--- config.mk ---
export PLATFORM = sky130hd
export DESIGN_NAME = regfile_wb_sched
export DESIGN_NICKNAME = d
export VERILOG_FILES = /design/src/rtl/regfile_wb_sched.sv
export SDC_FILE = /design/constraint.sdc
export NUM_CORES = 1
export LEC_CHECK = 0
export BUFFER_PORTS_ARGS = -buffer_cell sky130_fd_sc_hd__buf_2
export CORE_MARGIN = 2
export CORE_UTILIZATION = 45
export CTS_CLUSTER_DIAMETER = 150
export DETAILED_ROUTE_END_ITERATION = 16
export HOLD_SLACK_MARGIN = 0.05
export MAX_ROUTING_LAYER = met4
export PLACE_DENSITY_LB_ADDON = 0.05
export RECOVER_POWER = 100
export SLEW_MARGIN = 20
export SYNTH_ARGS = -nofsm -noshare
export SYNTH_HDL_FRONTEND = slang
export SYNTH_SLANG_ARGS = --single-unit
--- constraint.sdc ---
create_clock -name iClk -period 1.6 [get_ports iClk]
set_input_delay 0.24 -clock iClk [delete_from_list [all_inputs] [get_ports iClk]]
set_output_delay 0.24 -clock iClk [all_outputs]
set_load 0.01 [all_outputs]
--- src/rtl/regfile_wb_sched.sv ---
// Writeback scheduler: round-robin arbitration of ALU and load-unit results onto the
// single register file write port, plus a per-register pending-write scoreboard.
module regfile_wb_sched #(
   parameter int unsigned DATA_W = 32,
   parameter int unsigned ADDR_W = 5
) (
   input  logic              iClk,
   input  logic              iRst,
   input  logic              iValid0,
   input  logic [ADDR_W-1:0] iAddr0,
   input  logic [DATA_W-1:0] iData0,
   output logic              oReady0,
   input  logic              iValid1,
   input  logic [ADDR_W-1:0] iAddr1,
   input  logic [DATA_W-1:0] iData1,
   output logic              oReady1,
   input  logic              iIssue,
   input  logic [ADDR_W-1:0] iIssueAddr,
   input  logic [ADDR_W-1:0] iAddrA,
   input  logic [ADDR_W-1:0] iAddrB,
   output logic              oBusyA,
   output logic              oBusyB,
   output logic              oWrite,
   output logic [ADDR_W-1:0] oAddrC,
   output logic [DATA_W-1:0] oRegC
);

   localparam int unsigned DEPTH = 2 ** ADDR_W;

   logic             prio_q;
   logic             grant0_c;
   logic             grant1_c;
   logic [DEPTH-1:0] sb_q;
   logic [DEPTH-1:0] sb_d;

   // Round-robin grant; prio_q names the source that wins a tie.
   always_comb begin
      grant0_c = 1'b0;
      grant1_c = 1'b0;
      if (!iRst) begin
         if (iValid0 && (!iValid1 || !prio_q)) begin
            grant0_c = 1'b1;
         end else if (iValid1) begin
            grant1_c = 1'b1;
         end
      end
   end

   assign oReady0 = grant0_c;
   assign oReady1 = grant1_c;

   // Write port: one-cycle latency, r0 writes are swallowed.
   always_ff @(posedge iClk) begin
      if (iRst) begin
         oWrite <= 1'b0;
         oAddrC <= '0;
         oRegC  <= '0;
         prio_q <= 1'b0;
      end else if (grant0_c) begin
         oWrite <= (iAddr0 != '0);
         oAddrC <= iAddr0;
         oRegC  <= iData0;
         prio_q <= 1'b1;
      end else if (grant1_c) begin
         oWrite <= (iAddr1 != '0);
         oAddrC <= iAddr1;
         oRegC  <= iData1;
         prio_q <= 1'b0;
      end else begin
         oWrite <= 1'b0;
      end
   end

   // Scoreboard update: commit clears, issue sets afterwards so a same-edge reissue wins.
   always_comb begin
      sb_d = sb_q;
      if (oWrite) begin
         sb_d[oAddrC] = 1'b0;
      end
      if (iIssue && (iIssueAddr != '0)) begin
         sb_d[iIssueAddr] = 1'b1;
      end
      sb_d[0] = 1'b0;
   end

   always_ff @(posedge iClk) begin
      if (iRst) begin
         sb_q <= '0;
      end else begin
         sb_q <= sb_d;
      end
   end

   assign oBusyA = sb_q[iAddrA];
   assign oBusyB = sb_q[iAddrB];

endmodule

==> metrics.txt, run 1 <==
post-route cell area about 4600 um2; Max-Cap Viols 0; Overall Global Routing Usage 23.16%; fin crit share 116.0%; CTS H-tree lvls 3; Syn Nets ~500; Max VDD drop 0.0004768 V; Clock Latency Late Sink 0.34 ns; CTS tree yes; reg2reg end oAddrC[4]; Setup Crit Path Kind reg -> out; Post-Synthesis Cell Area around 3600 um2; met2 usage 39.03%; routability congestion estimate 0.8353; Post-Syn Instances 412; Yosys warning count 0; final setup fails 2; Iter 0 DRT Violations roughly 150; DRC Markers 0; clk slew on worst S/H paths around 0.080 ns; largest stage delay on the critical path around 0.47 ns; Slew HR roughly 28%; CP Launch Point sb_q[20]; Startpoint Class flop; power density cells 876.0 nW/um2; core area slightly below 8000 um2; Min Clock Period, post-route ~1.9 ns; Post-DP HPWL ~7100 um; failing checks setup timing; final core utilization 60.12%; worst slack, placed -0.06271 ns; Worst Hold Slack ~0.15 ns; Leakage Power 1.823 nW; CTS Sinks 70; Final #Nets between 600 and 700; die span in x 93.35 um; outcome finished, violations left; CP max stage cell mux4_2; M1 GR Usage around 28%; worst setup path end oBusyB; met3 Usage GRT 4.996%; ys flop type dfxtp_1; Overall Power 4.070 mW; worst hold path class in -> reg; reg2reg path depth 6; Worst R2R Setup Slack ~0.020 ns; vias in the first global route ~3400; Critical Path RT 1.36 ns; Clock Root Buffer clkbuf_8; CTS Buffer Depth 2; initial antenna violation count 0; CP max FO 3; final setup margin -0.2564 ns; fin. max-slew vios 0; P&R area growth vs syn 29.33%; number of port buffers around 140; vias 3538; Routed WL approximately 9700 um; RSZ-0062 raised after global routing yes; DRT antenna net count 0; First-pass DRT Iterations 4; worst r2r src prio_q; Die Area slightly below 9000 um2; crit-path cells mux4_2 > nand2b_4 > o2111ai_2 > nand4_1 > buf_2; CTS Buf Count 9; clock skew 0.01237 ns; Worst Max-Slew Pin Slew 1.074 ns; GRT Max-Usage Layer met2; number of enable flip-flop cells after synthesis 0; share of post-route cells with drive strength above 1 27.67%; I/O pin total 136; Hold Violations, Final 0; Via-to-Cell Ratio 5.402; fmax roughly 540 MHz; Mean Syn Cell Area 8.719 um2; crit path DAT 1.62 ns; wire per inst 14.86 um; # rows 32; Worst Setup End Kind output pin; Synth Register Bits 70; largest net degree at the start of global routing 54; gr ovfl total 0; post-synthesis sequential area ratio 39.01%; DIE HEIGHT 93.35 um; Initial Util 46.49%; Placed Area 4360 um2; global-route wire length before repair between 15000 and 20000 um; Unique masters post-synth 32; ANT cells 0; Async SR Flop Fraction 0%
power breakdown:
group,total (mW),internal [mW],switching (mW)
sequential,1.90,1.84,0.0668
combinational,0.703,0.325,0.378
clock,1.46,0.802,0.662
total,4.07,2.96,1.11
state kept, by name, indices dropped and copies added (netlist names):
name    cells
oAddrC      5
oWrite      1
prio_q      1
oRegC      32
sb_q       31
final cells by class:
| type | count | area (um2) |
|---|---|---|
| tap | 102 | 127.6 |
| inverter | 3 | 11.26 |
| clock buffer | 11 | 151.4 |
| timing repair buffer | 157 | 838.3 |
| fill | 713 | 3082 |
| clock inverter | 5 | 57.56 |
| multi-input combinational | 307 | 2051 |
| sequential | 70 | 1409 |
worst min-delay path by stage:
stage / depth (start not counted) / slack [ns] / end / start
4_1_cts: 3 / 0.13 / oWrite / iAddr1[0]
3_3_place_gp: 2 / 0.47 / prio_q / prio_q
5_1_grt: 3 / 0.14 / oWrite / iAddr1[0]
6_report: 3 / 0.15 / oWrite / iAddr1[0]
3_5_place_dp: 2 / 0.49 / prio_q / prio_q
2_1_floorplan: 2 / 0.37 / oWrite / iAddr1[0]
critical path, delay by kind of cell, from the launching register on:
kind | cells | cell delay, ns
buffers and inverters | 1 | 0.15
AND/OR/NAND/NOR | 2 | 0.26
AO/OA/AOI/OAI | 1 | 0.06
flip-flops | 1 | 0.34
multiplexers | 1 | 0.47
kinds of logic after synthesis:
kind of cell	after synthesis	synth area share, %
compound gates	118	19.78
mux	61	19.09
buf+inv	35	5.225
flops	70	39.01
simple gates	128	16.89
Yosys cell counts (4+ instances only):
cell type,instances,area share (%)
buf_2,4,0.56
mux4_2,6,3.8
a22oi_1,4,0.84
clkbuf_1,19,2.0
nand3b_1,6,1.3
nand2b_1,6,1.0
a211oi_1,39,8.2
dfxtp_1,70,39
o21ai_1,29,4.0
nand2_1,38,4.0
mux2i_1,55,15
nor2_1,46,4.8
o21ai_0,4,0.56
nor2b_1,4,0.70
nand3_1,10,1.4
and3b_1,4,0.98
a21oi_1,38,5.3
nor3b_1,4,0.84
timing repair:
item	4_1_cts	5_1_grt
hold endpoints to repair	0	0
setup endpoints to repair	3	13
setup buffers	3	6
gates resized for setup	10	4
pin swaps	6	3
gates cloned	0	1
hold buffers	0	0
cells in the final DEF, fill, tap and decap left out, drive strengths merged:
master,instances
o211ai,2
nand4,2
a22oi,4
nand3,10
clkinvlp,3
bufinv,1
nor2b,4
or3b,2
clkinv,1
a211oi,39
a21oi,38
or3,1
and3,2
o2111ai,2
nand2,38
buf,112
nand3b,6
nor3b,4
mux4,6
and3b,4
inv,3
nor2,46
or4,2
clkbuf,56
dfxtp,70
o21ai,33
nand2b,6
nor3,1
mux2i,55
metrics by stage:
step / setup TNS, ns / instances
floorplan: 0 / 412
detailed placement: -0.1157 / 629
CTS: -0.5048 / 648
global route: -2.912 / 655
global placement: -0.07647 / 629
finish: -0.5050 / 655
per-layer routing:
metal	wire length, um	share of wire, %
met1	4224	43
met2	4765	49
met3	613	6.3
met4	128	1.3
met5	0	0
No activity file was read; power rests on OpenSTA's default activity.
==> inputs of run 2 (changes only) <==
Settings changed: CORE_UTILIZATION 45 to 46, CTS_BUF_LIST set to sky130_fd_sc_hd__clkbuf_4.
==> metrics.txt, run 2 (synthesis results as in run 1) <==
Initial Util 46.97% (+0.49 points); worst slack, placed -0.1020 ns (-0.03926 ns); vias 3557 (+0.54%); fin. max-slew vios 0 (unchanged); reg2reg end oAddrC[4]; largest net degree at the start of global routing 49 (-9.3%); initial antenna violation count 0 (unchanged); number of port buffers 135 (unchanged); setup TNS -0.7659 ns (-0.2608 ns); CTS tree yes; CTS Buf Count 9 (unchanged); First-pass DRT Iterations 4 (unchanged); failing checks setup timing; worst r2r src prio_q; Die Area 8532 um2 (-2.1%); Max VDD drop 0.0004046 V (-15%); commonest non-fill, non-tap cells in the layout buf_2, dfxtp_1, mux2i_1, nor2_1, a211oi_1; I/O pin total 136 (unchanged); wire per inst 15.43 um (+3.9%); crit path DAT 1.73 ns (+0.11 ns); final setup fails 7 (+5); Post-DP HPWL 7039 um (-0.40%); CTS Buffer Depth 2 (unchanged); fin crit share 123.4% (+7.4 points); P&R area growth vs syn 26.51%; reg2reg path depth 5 (-1); Worst Max-Slew Pin Slew 0.5173 ns (-0.5565 ns); Worst Setup End Kind output pin; post-route cell area 4544 um2 (-2.2%); Critical Path RT 1.36 ns (about the same); Startpoint Class flop; die span in x 92.37 um (-1.0%); core area 7647 um2 (-1.0%); fmax 506.4 MHz (-6.0%); outcome finished, violations left; clock skew 0.01949 ns (+0.007114 ns); DRT antenna net count 0 (unchanged); gr ovfl total 0 (unchanged); CP max FO 3 (unchanged); final setup margin -0.3749 ns (-0.1185 ns); commonest non-fill, non-tap cell in the layout buf_2; Overall Global Routing Usage 24.59% (+1.4 points); worst hold path class in -> reg; Worst Hold Slack 0.07654 ns (-0.06969 ns); Routed WL 9968 um (+2.4%); Clock Root Buffer clkbuf_4; DIE HEIGHT 92.37 um (-1.0%); Final #Nets 633 (-1.4%); max FFs per register 32 (unchanged); Reg with most FFs oRegC; Hold Violations, Final 0 (unchanged); power density cells 861.7 nW/um2 (-1.6%); routability congestion estimate 0.8853 (+6.0%); RSZ-0062 raised after global routing yes; Min Clock Period, post-route 1.975 ns (+0.1185 ns); CTS H-tree lvls 3 (unchanged); Iter 0 DRT Violations 201 (+35%); Overall Power 3.916 mW (-3.8%); Setup Crit Path Kind reg -> out; worst setup path end oBusyA; vias in the first global route 3359 (+0.030%); fillers 746 (+4.6%); CTS Sinks 70 (unchanged); Leakage Power 1.782 nW (-2.3%); Max-Cap Viols 0 (unchanged); clk slew on worst S/H paths 0.13 ns (+0.05 ns); ANT cells 0 (unchanged); # rows 32 (unchanged); Regs by FF count oRegC: 32 flops, sb_q: 31 flops, oAddrC: 5 flops; Slew HR 65.51% (+37 points); DRC Markers 0 (unchanged); share of post-route cells with drive strength above 1 26.10% (-1.6 points); global-route wire length before repair 16440 um (+3.9%); CP Launch Point sb_q[22]; Clock Latency Late Sink 0.42 ns (+0.08 ns); Worst R2R Setup Slack -0.01 ns (-0.03 ns); Placed Area 4345 um2 (-0.34%); Via-to-Cell Ratio 5.506 (+1.9%)
run 2: cell types whose count changed in the layout (fill, tap and decap cells not counted), moves of 2 or more:
cell	change
clkbuf_8	-11
clkbuf_4	+8
buf_4	-6
buf_6	+2
clkbuf_1	-2
clkbuf_2	-2
dfxtp_1	+2
dfxtp_2	-2
run 2: layer usage:
| metal | track usage (%) | routed length, um | vias up |
|---|---|---|---|
| li1 | - | - | 1755 |
| met1 | 31.10 | 4453 | 1662 |
| met3 | 4.231 | 573 | 14 |
| met5 | - | 0 | - |
| met4 | 8.582 | 132 | 0 |
| met2 | 39.90 | 4808 | 126 |
run 2: what timing repair did:
| action | in CTS | in global routing |
|---|---|---|
| setup endpoints to repair | 4 | 20 |
| pin swaps | 6 | 2 |
| hold buffers | 1 | 0 |
| endpoints found under the hold margin | 1 | 0 |
| buffers inserted | 2 | 0 |
| resized for setup | 12 | 1 |
| gates cloned | 1 | 0 |
run 2: worst min-delay path by stage:
stage	slack [ns]	start	cells after the start	end
floorplan	0.37	iAddr1[0]	2	oWrite
global placement	0.47	prio_q	2	prio_q
detailed placement	0.48	prio_q	2	prio_q
CTS	0.05	iAddr0[0]	3	oWrite
global route	0.07	iAddr0[0]	3	oWrite
finish	0.08	iAddr0[0]	3	oWrite
run 2: report_power, final:
group | leakage, nW | switching (mW) | internal (mW)
combinational | 1.12 | 0.376 | 0.320
sequential | 0.575 | 0.0694 | 1.84
clock | 0.0825 | 0.677 | 0.638
run 2: metrics by stage:
step | cells | util, %
after detailed placement | 627 | 56.82
after global placement | 627 | 56.82
after CTS | 647 | 60.45
final | 646 | 59.42
after global routing | 646 | 59.42
after floorplan | 412 | -
run 2: critical path, stage by stage, from the launching register on:
cell,delay [ns]
dfxtp_2,0.36
mux4_2,0.45
nand2b_4,0.15
o2111ai_2,0.08
nand4_1,0.12
buf_2,0.16
run 2: final cells by class:
cell class / instances / area, um2 / share of cell area (%)
Multi-Input combinational cell: 307 / 2046 / 45.02
Sequential cell: 70 / 1406 / 30.95
Timing Repair Buffer: 148 / 788.3 / 17.35
Tap cell: 102 / 127.6 / 2.808
Clock inverter: 7 / 97.59 / 2.148
Clock buffer: 9 / 67.56 / 1.487
Inverter: 3 / 11.26 / 0.2478
==> inputs of run 3 (changes only) <==
--- a/config.mk
+++ b/config.mk
@@ -10,3 +10,3 @@
 export CORE_UTILIZATION = 46
-export CTS_BUF_LIST = sky130_fd_sc_hd__clkbuf_4
+export CTS_BUF_LIST = sky130_fd_sc_hd__clkbuf_2
 export CTS_CLUSTER_DIAMETER = 150
--- a/constraint.sdc
+++ b/constraint.sdc
@@ -3,2 +3,2 @@
 set_output_delay 0.24 -clock iClk [all_outputs]
-set_load 0.01 [all_outputs]
+set_load 0.05 [all_outputs]
==> metrics.txt, run 3 (synthesis results as in run 1) <==
CTS Buf Count 9 (unchanged); number of port buffers 135 (unchanged); Worst Hold Slack 0.09506 ns (+0.01852 ns); worst slack, placed -0.1476 ns (-0.04560 ns); max FFs per register 32 (unchanged); fillers 595 (-20%); Sequential cell area 1410 um2 (+0.27%); Hold Violations, Final 0 (unchanged); Leakage Power 2.223 nW (+25%); wire per inst 15.39 um (-0.27%); Clock Latency Late Sink 0.49 ns (+0.07 ns); DRT antenna net count 0 (unchanged); die span in x 92.37 um (unchanged); gr ovfl total 0 (unchanged); DRC Markers 0 (unchanged); Overall Global Routing Usage 27.58% (+3.0 points); CP Launch Point sb_q[16]; Max-Cap Viols 0 (unchanged); DIE HEIGHT 92.37 um (unchanged); Initial Util 46.97% (unchanged); initial antenna violation count 0 (unchanged); # rows 32 (unchanged); final setup margin -0.5034 ns (-0.1285 ns); Hold Crit Start iData1[25]; Via-to-Cell Ratio 5.372 (-2.4%); clock skew 0.02342 ns (+0.003928 ns); ANT cells 0 (unchanged); post-route cell area 5341 um2 (+18%); Routed WL 11100 um (+11%); clk slew on worst S/H paths 0.19 ns (+0.06 ns); CTS Buffer Depth 2 (unchanged); vias in the first global route 3811 (+13%); largest net degree at the start of global routing 63 (+29%); routability congestion estimate 0.8289 (-6.4%); CTS H-tree lvls 3 (unchanged); RSZ-0062 raised after global routing yes; Regs by FF count oRegC: 32 flops, sb_q: 31 flops, oAddrC: 5 flops; P&R area growth vs syn 48.69%; Slew HR 56.24% (-9.3 points); Critical Path RT 1.36 ns (about the same); Startpoint Class flop; Worst Setup End Kind output pin; crit-path cells mux4_2 > o2111ai_2 > nand4_1 > buf_6; fmax 475.4 MHz (-6.1%); Reg with most FFs oRegC; fin. max-slew vios 0 (unchanged); fin crit share 131.5% (+8.0 points); Min Clock Period, post-route 2.103 ns (+0.1285 ns); worst r2r src prio_q; core area 7647 um2 (unchanged); Iter 0 DRT Violations 190 (-5.5%); worst hold path class in -> reg; crit path DAT 1.86 ns (+0.13 ns); multi-input logic area 2052 um2 (+0.31%); Placed Area 4372 um2 (+0.60%); CTS tree yes; fin cells 721 (+12%); final setup fails 13 (+6); Die Area 8532 um2 (unchanged); commonest non-fill, non-tap cells in the layout buf_2, dlygate4sd3_1, dfxtp_1, mux2i_1, nor2_1; commonest non-fill, non-tap cell in the layout buf_2; outcome finished, violations left; Placed Cells incl. Taps 630 (+0.48%); Worst Max-Slew Pin Slew 0.6564 ns (+0.1390 ns); CP max stage cell mux4_2; CTS Sinks 70 (unchanged); share of post-route cells with drive strength above 1 30.86% (+4.8 points); Post-DP HPWL 7239 um (+2.8%); setup TNS -1.270 ns (-0.5046 ns); vias 3873 (+8.9%); I/O pin total 136 (unchanged); power density cells 820.6 nW/um2 (-4.8%); failing checks setup timing; global-route wire length before repair 18330 um (+11%); First-pass DRT Iterations 5 (+1); Clock Root Buffer clkbuf_2; largest stage delay on the critical path 0.48 ns (+0.03 ns); Final #Nets 708 (+12%); Setup Crit Path Kind reg -> out; CP max FO 3 (unchanged); Max VDD drop 0.0004728 V (+17%)
==> run 3: cell types whose count changed in the layout (fill, tap and decap cells not counted), moves of 2 or more <==
| cell | previous run | this run |
|---|---|---|
| buf_4 | 7 | 14 |
| clkbuf_1 | 38 | 0 |
| clkbuf_2 | 0 | 42 |
| clkbuf_4 | 10 | 4 |
| dfxtp_1 | 66 | 63 |
| dfxtp_2 | 4 | 7 |
| dlygate4sd3_1 | 1 | 69 |
| o21ai_0 | 30 | 28 |
| o21ai_1 | 3 | 5 |
==> run 3: through the flow <==
stage	utilization, %	power (mW)
4_1_cts	69.36	4.395
2_1_floorplan	-	2.619
6_report	69.85	4.383
5_1_grt	69.85	4.594
3_5_place_dp	57.17	2.913
3_3_place_gp	57.17	2.901
==> run 3: power breakdown <==
part	internal, mW	switching [mW]	total, mW
Sequential	1.84	0.0728	1.91
Combinational	0.466	0.681	1.15
Clock	0.678	0.645	1.32
==> run 3: repair_timing <==
item	4_1_cts	5_1_grt
buffers inserted	4	2
pin swaps	3	1
hold endpoints to repair	39	2
resized for setup	22	5
hold buffers	67	2
endpoints found under the setup margin	6	22
==> run 3: layout make-up <==
type / instances / area share, %
multi-input cells: 307 / 38.42
repair buffers: 223 / 29.59
flip-flops and latches: 70 / 26.40
well taps: 102 / 2.389
clock inverters: 6 / 2.061
clock buffers: 10 / 0.9370
inverters: 3 / 0.2108
==> run 3: critical path, delay by kind of cell (launching register included) <==
family,cells,cell delay (ns)
multiplexers,1,0.48
flip-flops,1,0.39
AO/OA/AOI/OAI,1,0.20
buffers and inverters,1,0.18
AND/OR/NAND/NOR,1,0.14
==> run 3: worst paths after layout <==
check | end | slack [ns] | cells past startpoint
worst max register to register | oRegC[9] | -0.05 | 6
worst min-delay path | oRegC[25] | 0.1 | 3
worst min register to register | sb_q[28] | 0.51 | 2
worst max-delay path | oBusyA | -0.50 | 4
==> run 3: routing by layer <==
metal	part of all wire [%]	GRT usage (%)	up-vias
li1	-	-	1910
met1	43	33.01	1815
met2	51	47.38	135
met3	4.8	4.150	13
met4	1.2	9.826	0
met5	0	-	-
